**config.mk**
```make
export PLATFORM = sky130hd
export DESIGN_NAME = lm75_i2c_slave
export DESIGN_NICKNAME = d
export VERILOG_FILES = /design/src/rtl/lm75_i2c_slave.sv
export SDC_FILE = /design/constraint.sdc
export NUM_CORES = 1
export LEC_CHECK = 0
export CAP_MARGIN = 0
export CORE_MARGIN = 1.5
export CORE_UTILIZATION = 35
export CTS_CLUSTER_DIAMETER = 150
export CTS_CLUSTER_SIZE = 12
export DETAILED_ROUTE_END_ITERATION = 8
export REMOVE_ABC_BUFFERS = 1
export SLEW_MARGIN = 15
export SYNTH_ARGS = -nofsm -noshare
export SYNTH_HDL_FRONTEND = slang
export SYNTH_SLANG_ARGS = --single-unit
```
**constraint.sdc**
```tcl
create_clock -name Clk_in -period 7.9 [get_ports Clk_in]
set_input_delay 1.975 -clock Clk_in [delete_from_list [all_inputs] [get_ports Clk_in]]
set_output_delay 1.975 -clock Clk_in [all_outputs]
set_load 0.005 [all_outputs]
```
**src/rtl/lm75_i2c_slave.sv**
```systemverilog
// lm75_i2c_slave: LM75-compatible I2C target. Scl/Sda are oversampled on Clk_in; Sda is
// driven open-drain through Sda_oe. Define LM75_OS_EN to compile in the Os comparator;
// without it Os is tied high and config bits are only stored.
module lm75_i2c_slave #(
  parameter logic [6:0] SLV_ADR = 7'h48
) (
  input  logic       Clk_in,
  input  logic       Rst,
  input  logic       Scl_in,
  input  logic       Sda_in,
  output logic       Sda_oe,
  input  logic [8:0] Temp,
  input  logic       Temp_vld,
  output logic       Busy,
  output logic       Os
);

  typedef enum logic [3:0] {
    StIdle, StAddr, StAAck, StPtr, StPAck, StWr, StWAck, StRd, StRAck
  } state_e;

  state_e      state_q, state_d;
  logic  [1:0] scl_sync_q, sda_sync_q;
  logic        scl_prev_q, sda_prev_q;
  logic        scl, sda, scl_rise, scl_fall, start_det, stop_det;
  logic  [3:0] cnt_q, cnt_d;
  logic  [7:0] shift_q, shift_d, tx_q, tx_d, msb_hold_q, msb_hold_d, rd_byte;
  logic  [7:0] config_q, config_d;
  logic  [8:0] temp_snap_q, temp_snap_d, thyst_q, thyst_d, tos_q, tos_d;
  logic  [1:0] ptr_q, ptr_d, widx_q, widx_d;
  logic        rw_q, rw_d, mack_q, mack_d, ridx_q, ridx_d, busy_q, busy_d;
  logic        addr_hit, ptr_ok, wr_ack, load_tx;

  // Two-flop synchronizers plus one delay flop for edge detection; bus idles high
  always_ff @(posedge Clk_in or posedge Rst) begin
    if (Rst) begin
      scl_sync_q <= 2'b11;
      sda_sync_q <= 2'b11;
      scl_prev_q <= 1'b1;
      sda_prev_q <= 1'b1;
    end else begin
      scl_sync_q <= {scl_sync_q[0], Scl_in};
      sda_sync_q <= {sda_sync_q[0], Sda_in};
      scl_prev_q <= scl_sync_q[1];
      sda_prev_q <= sda_sync_q[1];
    end
  end

  assign scl       = scl_sync_q[1];
  assign sda       = sda_sync_q[1];
  assign scl_rise  = scl && !scl_prev_q;
  assign scl_fall  = !scl && scl_prev_q;
  assign start_det = scl && scl_prev_q && sda_prev_q && !sda;
  assign stop_det  = scl && scl_prev_q && !sda_prev_q && sda;

  // State register
  always_ff @(posedge Clk_in or posedge Rst) begin
    if (Rst) state_q <= StIdle;
    else     state_q <= state_d;
  end

  // Next state: START/STOP override everything; byte phases advance on Scl fall
  always_comb begin
    state_d = state_q;
    if (start_det) begin
      state_d = StAddr;
    end else if (stop_det) begin
      state_d = StIdle;
    end else if (scl_fall) begin
      case (state_q)
        StAddr: if (cnt_q == 4'd8) state_d = (shift_q[7:1] == SLV_ADR) ? StAAck : StIdle;
        StAAck: if (cnt_q == 4'd9) state_d = rw_q ? StRd : StPtr;
        StPtr:  if (cnt_q == 4'd8) state_d = (shift_q[7:2] != 6'd0) ? StIdle : StPAck;
        StPAck: if (cnt_q == 4'd9) state_d = StWr;
        StWr:   if (cnt_q == 4'd8) state_d = StWAck;
        StWAck: if (cnt_q == 4'd9) state_d = StWr;
        StRd:   if (cnt_q == 4'd8) state_d = StRAck;
        StRAck: if (cnt_q == 4'd9) state_d = mack_q ? StRd : StIdle;
        default: ;
      endcase
    end
  end

  // Outputs: ACK phases pull low, read phase drives the current tx bit
  always_comb begin
    Sda_oe = 1'b0;
    Busy   = busy_q;
    case (state_q)
      StAAck, StPAck, StWAck: Sda_oe = 1'b1;
      StRd:                   Sda_oe = !tx_q[7];
      default: ;
    endcase
  end

  assign addr_hit = (state_q == StAddr) && (state_d == StAAck);
  assign ptr_ok   = (state_q == StPtr) && (state_d == StPAck);
  assign wr_ack   = (state_q == StWr) && (state_d == StWAck);
  assign load_tx  = (state_d == StRd) && ((state_q == StAAck) || (state_q == StRAck));

  // Read byte mux: 9-bit registers alternate MSB / {bit0, 7'b0}
  always_comb begin
    rd_byte = 8'h00;
    case (ptr_q)
      2'b00:   rd_byte = ridx_q ? {temp_snap_q[0], 7'b0} : temp_snap_q[8:1];
      2'b01:   rd_byte = config_q;
      2'b10:   rd_byte = ridx_q ? {thyst_q[0], 7'b0} : thyst_q[8:1];
      default: rd_byte = ridx_q ? {tos_q[0], 7'b0} : tos_q[8:1];
    endcase
  end

  // Datapath next-state: bit counter, shifters, pointer and register writes
  always_comb begin
    cnt_d       = cnt_q;
    shift_d     = shift_q;
    tx_d        = tx_q;
    rw_d        = rw_q;
    mack_d      = mack_q;
    ridx_d      = ridx_q;
    widx_d      = widx_q;
    ptr_d       = ptr_q;
    temp_snap_d = temp_snap_q;
    msb_hold_d  = msb_hold_q;
    config_d    = config_q;
    thyst_d     = thyst_q;
    tos_d       = tos_q;
    busy_d      = busy_q;
    if (start_det || stop_det)                    cnt_d = 4'd0;
    else if (scl_rise && state_q != StIdle)       cnt_d = cnt_q + 4'd1;
    else if (scl_fall && cnt_q == 4'd9)           cnt_d = 4'd0;
    if (scl_rise && cnt_q < 4'd8 &&
        (state_q == StAddr || state_q == StPtr || state_q == StWr)) begin
      shift_d = {shift_q[6:0], sda};
    end
    if (scl_rise && state_q == StRAck) mack_d = !sda;
    if (addr_hit) begin
      rw_d        = shift_q[0];
      ridx_d      = 1'b0;
      temp_snap_d = Temp;
    end
    if (load_tx) begin
      tx_d   = rd_byte;
      ridx_d = !ridx_q;
    end else if (scl_fall && state_q == StRd && cnt_q != 4'd0 && cnt_q < 4'd8) begin
      tx_d = {tx_q[6:0], 1'b1};
    end
    if (ptr_ok) begin
      ptr_d  = shift_q[1:0];
      widx_d = 2'd0;
    end
    if (wr_ack) begin
      widx_d = (widx_q == 2'd2) ? 2'd2 : widx_q + 2'd1;
      case (ptr_q)
        2'b01: if (widx_q == 2'd0) config_d = shift_q;
        2'b10: begin
          if (widx_q == 2'd0) msb_hold_d = shift_q;
          if (widx_q == 2'd1) thyst_d = {msb_hold_q, shift_q[7]};
        end
        2'b11: begin
          if (widx_q == 2'd0) msb_hold_d = shift_q;
          if (widx_q == 2'd1) tos_d = {msb_hold_q, shift_q[7]};
        end
        default: ;
      endcase
    end
    if (state_d == StIdle) busy_d = 1'b0;
    else if (addr_hit)     busy_d = 1'b1;
  end

  // Datapath registers
  always_ff @(posedge Clk_in or posedge Rst) begin
    if (Rst) begin
      cnt_q       <= 4'd0;
      shift_q     <= 8'h00;
      tx_q        <= 8'hFF;
      rw_q        <= 1'b0;
      mack_q      <= 1'b0;
      ridx_q      <= 1'b0;
      widx_q      <= 2'd0;
      ptr_q       <= 2'b00;
      temp_snap_q <= 9'h000;
      msb_hold_q  <= 8'h00;
      config_q    <= 8'h00;
      thyst_q     <= 9'h096;
      tos_q       <= 9'h0A0;
      busy_q      <= 1'b0;
    end else begin
      cnt_q       <= cnt_d;
      shift_q     <= shift_d;
      tx_q        <= tx_d;
      rw_q        <= rw_d;
      mack_q      <= mack_d;
      ridx_q      <= ridx_d;
      widx_q      <= widx_d;
      ptr_q       <= ptr_d;
      temp_snap_q <= temp_snap_d;
      msb_hold_q  <= msb_hold_d;
      config_q    <= config_d;
      thyst_q     <= thyst_d;
      tos_q       <= tos_d;
      busy_q      <= busy_d;
    end
  end

`ifdef LM75_OS_EN
  logic       os_state_q, os_state_d;
  logic [2:0] fault_q, fault_d, fault_thr, fault_inc;

  // Os comparator: fault queue against Tos, hysteresis release below Thyst
  always_comb begin
    os_state_d = os_state_q;
    fault_d    = fault_q;
    case (config_q[4:3])
      2'b00:   fault_thr = 3'd1;
      2'b01:   fault_thr = 3'd2;
      2'b10:   fault_thr = 3'd4;
      default: fault_thr = 3'd6;
    endcase
    fault_inc = (fault_q >= fault_thr) ? fault_q : fault_q + 3'd1;
    if (Temp_vld && !config_q[0]) begin
      if ($signed(Temp) >= $signed(tos_q)) begin
        fault_d = fault_inc;
        if (fault_inc >= fault_thr) os_state_d = 1'b1;
      end else begin
        fault_d = 3'd0;
        if ($signed(Temp) < $signed(thyst_q)) os_state_d = 1'b0;
      end
    end
  end

  // Comparator state
  always_ff @(posedge Clk_in or posedge Rst) begin
    if (Rst) begin
      os_state_q <= 1'b0;
      fault_q    <= 3'd0;
    end else begin
      os_state_q <= os_state_d;
      fault_q    <= fault_d;
    end
  end

  assign Os = config_q[2] ? os_state_q : !os_state_q;
`else
  logic unused_temp_vld;
  assign unused_temp_vld = Temp_vld;
  assign Os              = 1'b1;
`endif

endmodule

```
==> qor.csv, run 1 <==
metric,value,unit
status,completed,
crit_chain,"nor2_1, o22a_1, nor2_1, clkdlybuf4s50_1",
crit_path_end_kind,primary output,
cts_setup_buffers,0,
layout-drive-gt1-share,0.3037,
regArea,2052,sq um
grt_use_total,0.1468,
gp_congestion,0.8509,
min_period,3.998,ns
syn_area,3961,sq um
max_stage_delay,0.64,ns
hold_buffers,0,
finalSetupViolCount,0,
critPathMostFrequentCell,nor2_1,
worstSetupPathType,register to primary output,
area_growth,14.34,%
crit_slowest_cell,dfrtp_1,
hold_end,scl_sync_q[1],
ys_top_cells_by_area,"dfrtp_1 (39%), mux2_2 (16%), dfstp_2 (13%)",
cts_resized,0,
fillCellCount,1035,
synth-main-ff-cell,dfrtp_1,
seq_area_frac_synth,0.5180,
use_met1,0.1925,
final_util,0.4142,
grt_util_met3,0.02786,
clk_path_buf_depth,2,
die_area,11970,sq um
die_y,109.4,um
rr_endpoint,thyst_q[0],
cts_htree_levels,3,
fin_tns_setup,0,ns
rsz0062_at_grt,false,
core_area,10940,sq um
antenna_left,0,
yosysUniqueCellTypes,53,
chipWidth,109.4,um
drt_iter0_drc,143,
ys_ff_latch,81,
via_count,2574,
grt_util_met2,0.2272,
antenna_found_initial,0,
r2r_cells,6,
io_pins,17,
syn_inst,333,
grt.busiest_layer,met2,
grt_pass1_wl,13190,um
holdPathStages,0,
drc,0,
wire_per_inst,15.86,um
synth.avg_cell_area,11.90,sq um
tightest_slew,0.8471,ns
place_hpwl,5323,um
row_count,38,
max_slew_margin,0.4353,
initial_core_util,0.3622,
synthArstFlopShare,1.000,
rrSetupSlack,4.69,ns
numCtsBuffers,9,
insertion_delay,0.34,ns
synth_top_area_frac,0.3853,
grt-ovfl-total,0,
viasPerCell,5.264,
vdd_drop_max,0.00009849,V
cts_tree,yes,
grt_start_max_net_pins,70,
cts_root_buf,clkbuf_16,
worstHoldStart,scl_sync_q[0],
start_kind,register,
cts.sinks,81,
crit_path_max_fanout,16,
r2r-start,state_q[3],
fin_worst_skew,0.007587,ns
multi_input_area,1803,sq um
portBuffers,14,
static-leakage-power,1.979,nW
synth_top_cell_by_area,dfrtp_1,
synth_edf_count,0,
synth_warnings,0,
grt_pass1_vias,2611,
finalHoldViolCount,0,
fmax,0.2501,GHz
routed_wl,7755,um
cp.arrival,2.02,ns
hold_path.class,register to register,
p_per_area,310.8,nW/um^2
fin_crit_sh,0.5061,
drv_slew,0,
maxCapViolCount,0,
drtPass1Iterations,4,
antenna_cells,0,
clk_pin_slew,0.06,ns
cp_data_required_time,5.93,ns
nets,364,
layer usage:
metal  part of all wire  wire length, um
met5                  0                0
met3              0.041              316
met2               0.47             3616
met1               0.47             3624
met4              0.026              198
power breakdown:
part | switching, mW | total [mW] | internal (mW)
Sequential | 0.131 | 0.661 | 0.530
Combinational | 0.155 | 0.328 | 0.173
Clock | 0.164 | 0.419 | 0.254
Total | 0.450 | 1.41 | 0.958
per-stage QoR:
stage / std cells / power (mW) / cell area [sq um] / worst slack (ns) / hold WS, ns
floorplan: 317 / 0.8779 / 3886 / 3.878 / 0.3452
global placement: 473 / 0.9909 / 4224 / 4.260 / 0.3455
detailed placement: 473 / 1.004 / 4224 / 4.249 / 0.3472
CTS: 489 / 1.427 / 4529 / 3.873 / 0.3553
global route: 489 / 1.504 / 4529 / 3.791 / 0.3580
finish: 489 / 1.408 / 4529 / 3.902 / 0.3539
worst max-delay path by stage:
stage                from      to  slack (ns)  cells past startpoint
2_1_floorplan         Rst    Busy        3.88                      1
3_3_place_gp   state_q[1]  Sda_oe        4.26                      4
3_5_place_dp   state_q[1]  Sda_oe        4.25                      4
6_report       state_q[1]  Sda_oe        3.90                      4
5_1_grt        state_q[1]  Sda_oe        3.79                      4
4_1_cts        state_q[1]  Sda_oe        3.87                      4
cell families (layout without fill, tap and decap cells):
kind of cell    Yosys count  in the layout  share of synthesized area
flops                    81             81                     0.5180
xor+xnor                  3              3                   0.006634
other cells               1              1                  0.0009467
buf+inv                  26             42                    0.02843
compound gates           53             53                    0.08813
fa+ha+maj                 6              6                    0.01895
mux                      70             70                     0.1977
simple gates             93             93                     0.1412
registers in the layout, summed over array words and instances (netlist names), 4 cells and up:
register,cells
temp_snap_q,9
thyst_q,9
tos_q,9
config_q,8
msb_hold_q,8
shift_q,8
tx_q,8
cnt_q,4
state_q,4
synthesized netlist by cell type, drive strengths merged (3+ instances only):
master	number
a21oi	12
a22o	3
and2	4
buf	5
clkbuf	11
dfrtp	61
dfstp	20
ha	6
inv	10
mux2	56
mux2i	13
nand2	22
nand2b	4
nand3	8
nand3b	4
nand4b	4
nor2	19
nor2b	6
nor3	4
nor4	4
nor4bb	3
o21ai	19
o31ai	3
or4	3
critical path, delay by kind of cell (launching register included):
family,cells,cell delay [ns]
simple gates,2,0.30
compound gates,1,0.23
buf+inv,1,0.52
flops,1,0.64
layout by cell type, fill, tap and decap left out, types with 2 or more instances in the layout:
cell | Yosys | routed
nand2_1 | 22 | 22
and3_1 | 2 | 2
dfrtp_1 | 61 | 61
nand3_4 | 3 | 3
clkinv_2 | 0 | 3
o31ai_1 | 3 | 3
mux2i_1 | 13 | 13
buf_4 | 1 | 2
nor4bb_1 | 3 | 2
nand3_1 | 5 | 5
xnor2_1 | 2 | 2
nand4b_1 | 3 | 3
nand2b_1 | 4 | 4
or4_1 | 3 | 3
nor3b_1 | 2 | 2
nor3_1 | 4 | 4
dfstp_2 | 20 | 20
clkdlybuf4s50_1 | 0 | 14
nor2_1 | 19 | 19
nor4_1 | 4 | 4
nand3b_1 | 4 | 4
nor2b_1 | 6 | 6
and2_1 | 4 | 4
mux2_2 | 56 | 56
inv_1 | 10 | 9
o2111a_1 | 2 | 2
a2111oi_0 | 2 | 2
a22o_2 | 2 | 2
ha_1 | 6 | 6
o21ai_0 | 19 | 19
clkinv_4 | 0 | 2
clkbuf_16 | 0 | 9
a21oi_1 | 12 | 12
layout make-up:
| cell class | count | area share |
|---|---|---|
| Sequential cell | 81 | 0.4530 |
| Tap cell | 140 | 0.03867 |
| Clock buffer | 10 | 0.05276 |
| Multi-Input combinational cell | 226 | 0.3981 |
| Timing Repair Buffer | 16 | 0.03425 |
| Clock inverter | 6 | 0.01464 |
| Inverter | 10 | 0.008564 |
Power figures use the tool's default switching activity.
==> run 2, diff against run 1 <==
==> constraint.sdc (replaced) <==
create_clock -name Clk_in -period 3.8 [get_ports Clk_in]
set_input_delay 0.95 -clock Clk_in [delete_from_list [all_inputs] [get_ports Clk_in]]
set_output_delay 0.95 -clock Clk_in [all_outputs]
set_load 0.005 [all_outputs]
==> run 2 against run 1 <==
Against the previous run: sequential cell count unchanged; cell area about the same; total power up 100%; sequential power up 110%; largest power group unchanged; clock-buffer cell count unchanged; hold slack better by 0.00082 ns; highest routed layer unchanged; setup slack worse by 3.2 ns; non-clock buffer count up 2; routed wire length down 0.85%.
==> qor.csv, run 2 (synthesized netlist as in run 1, its figures left out) <==
metric,value,unit,change
drc,0,,unchanged
numCtsBuffers,9,,unchanged
die_area,11970,sq um,unchanged
fmax,0.3237,GHz,
cts_tree,yes,,
crit_path_end_kind,register,,
grt-ovfl-total,0,,unchanged
antenna_left,0,,unchanged
final_area,4532,sq um,about the same
r2r-start,shift_q[6],,
max_stage_delay,0.55,ns,-0.09 ns
place_hpwl,5425,um,+1.9%
area_growth,14.40,%,about the same
io_pins,17,,unchanged
row_count,38,,unchanged
holdPathStages,0,,unchanged
fin_crit_sh,0.8131,,
critPathMostFrequentCell,or4_1,,
finalSetupViolCount,0,,unchanged
start_kind,register,,
hold_path.class,register to register,,
antenna_cells,0,,unchanged
finalHoldViolCount,0,,unchanged
routed_wl,7689,um,-0.85%
grt_start_max_net_pins,49,,-30%
insertion_delay,0.33,ns,about the same
placedInstanceArea,4252,sq um,+0.65%
cp_data_required_time,4.02,ns,-1.91 ns
cts.sinks,81,,unchanged
cts_resized,0,,unchanged
gp_congestion,0.8349,,-1.9%
r2r_cells,6,,unchanged
viasPerCell,5.163,,-1.9%
min_period,3.090,ns,
antenna_found_initial,0,,unchanged
tightest_slew,0.7523,ns,-0.09479 ns
fin_worst_skew,0.007108,ns,-0.0004790 ns
core_area,10940,sq um,unchanged
crit_slowest_cell,or4_1,,
vdd_drop_max,0.0001877,V,+91%
max_slew_margin,0.4985,,+0.06319
clk_path_buf_depth,2,,unchanged
cp.arrival,3.31,ns,+1.29 ns
drv_slew,0,,unchanged
die_y,109.4,um,unchanged
status,completed,,
worstSetupPathType,register to register,,
drtPass1Iterations,4,,unchanged
crit_path_max_fanout,9,,-7
cts_htree_levels,3,,unchanged
layout-drive-gt1-share,0.3077,,+0.003967
rr_endpoint,thyst_q[6],,
cts_root_buf,clkbuf_16,,
largestRegisters,"temp_snap_q x9, thyst_q x9, tos_q x9",,
grt_use_total,0.1440,,-0.002792
fin_tns_setup,0,ns,unchanged
startpoint,shift_q[6],,
rsz0062_at_grt,false,,
hold_buffers,0,,unchanged
grt_pass1_wl,12930,um,-1.9%
crit_chain,"or4_1, or4_1, a211oi_2, o2111a_1, nand4b_4, mux2_2",,
layout_commonest_cell,dfrtp_1,,
cts_setup_buffers,0,,unchanged
cp-endpoint,thyst_q[6],,
wire_per_inst,15.66,um,-1.3%
maxCapViolCount,0,,unchanged
portBuffers,14,,unchanged
grt_pass1_vias,2495,,-4.4%
drt_iter0_drc,159,,+11%
nets,366,,+0.55%
clk_pin_slew,0.06,ns,about the same
p_per_area,630.3,nW/um^2,+100%
chipWidth,109.4,um,unchanged
initial_core_util,0.3622,,unchanged
static-leakage-power,1.972,nW,-0.33%
final_cell_mix,"dfrtp_1 (61), mux2_2 (56), nand2_1 (22)",,
rrSetupSlack,0.71,ns,-3.98 ns
via_count,2535,,-1.5%
run 2: cell count changes in the layout (fill, tap and decap cells not counted):
cell        previous run  this run
bufinv_16              1         0
clkinv_4               2         0
buf_12                 0         1
clkinvlp_4             0         3
buf_4                  2         3
run 2: layer usage:
metal	vias to the layer above	GRT usage	routed length, um
met1	1258	0.1943	3638
met2	34	0.2245	3728
met5	-	0	0
met4	0	0.06401	163
li1	1232	-	-
met3	11	0.02786	158
run 2: final cells by class:
cell class,count,area (sq um)
Clock inverter,6,41.29
Timing Repair Buffer,18,182.7
Multi-Input combinational cell,226,1803
Inverter,10,38.79
Sequential cell,81,2052
Fill cell,1053,6404
Tap cell,140,175.2
Clock buffer,10,239.0
run 2: how the worst min path moves through the flow:
stage                        startpoint            end  slack, ns
after floorplan           scl_sync_q[0]  scl_sync_q[1]       0.35
after global placement    scl_sync_q[0]  scl_sync_q[1]       0.35
after detailed placement  scl_sync_q[0]  scl_sync_q[1]       0.35
after CTS                 scl_sync_q[0]  scl_sync_q[1]       0.36
after global routing      scl_sync_q[0]  scl_sync_q[1]       0.36
final                     scl_sync_q[0]  scl_sync_q[1]       0.35
run 2: report_power, final:
part           internal [mW]  switching (mW)
registers               1.10           0.271
logic                  0.362           0.319
clock network          0.460           0.342
run 2: worst max-delay path, delay by kind of cell (launching register included):
kind,cells,cell delay (ns)
DFF,1,0.42
muxes,1,0.36
AOI/OAI and AO/OA,2,0.84
and+or+nand+nor,3,1.34
run 2: through the flow:
step                      utilization  cells  hold WS, ns  setup slack, ns  power [mW]
final                          0.4144    491       0.3548           0.7103       2.856
after floorplan                     -    317       0.3452           0.5878       1.825
after global placement         0.3888    475       0.3456           0.7251       2.059
after global routing           0.4144    491       0.3577           0.5630       3.055
after CTS                      0.4144    491       0.3566           0.6802       2.899
after detailed placement       0.3888    475       0.3479           0.6817       2.086
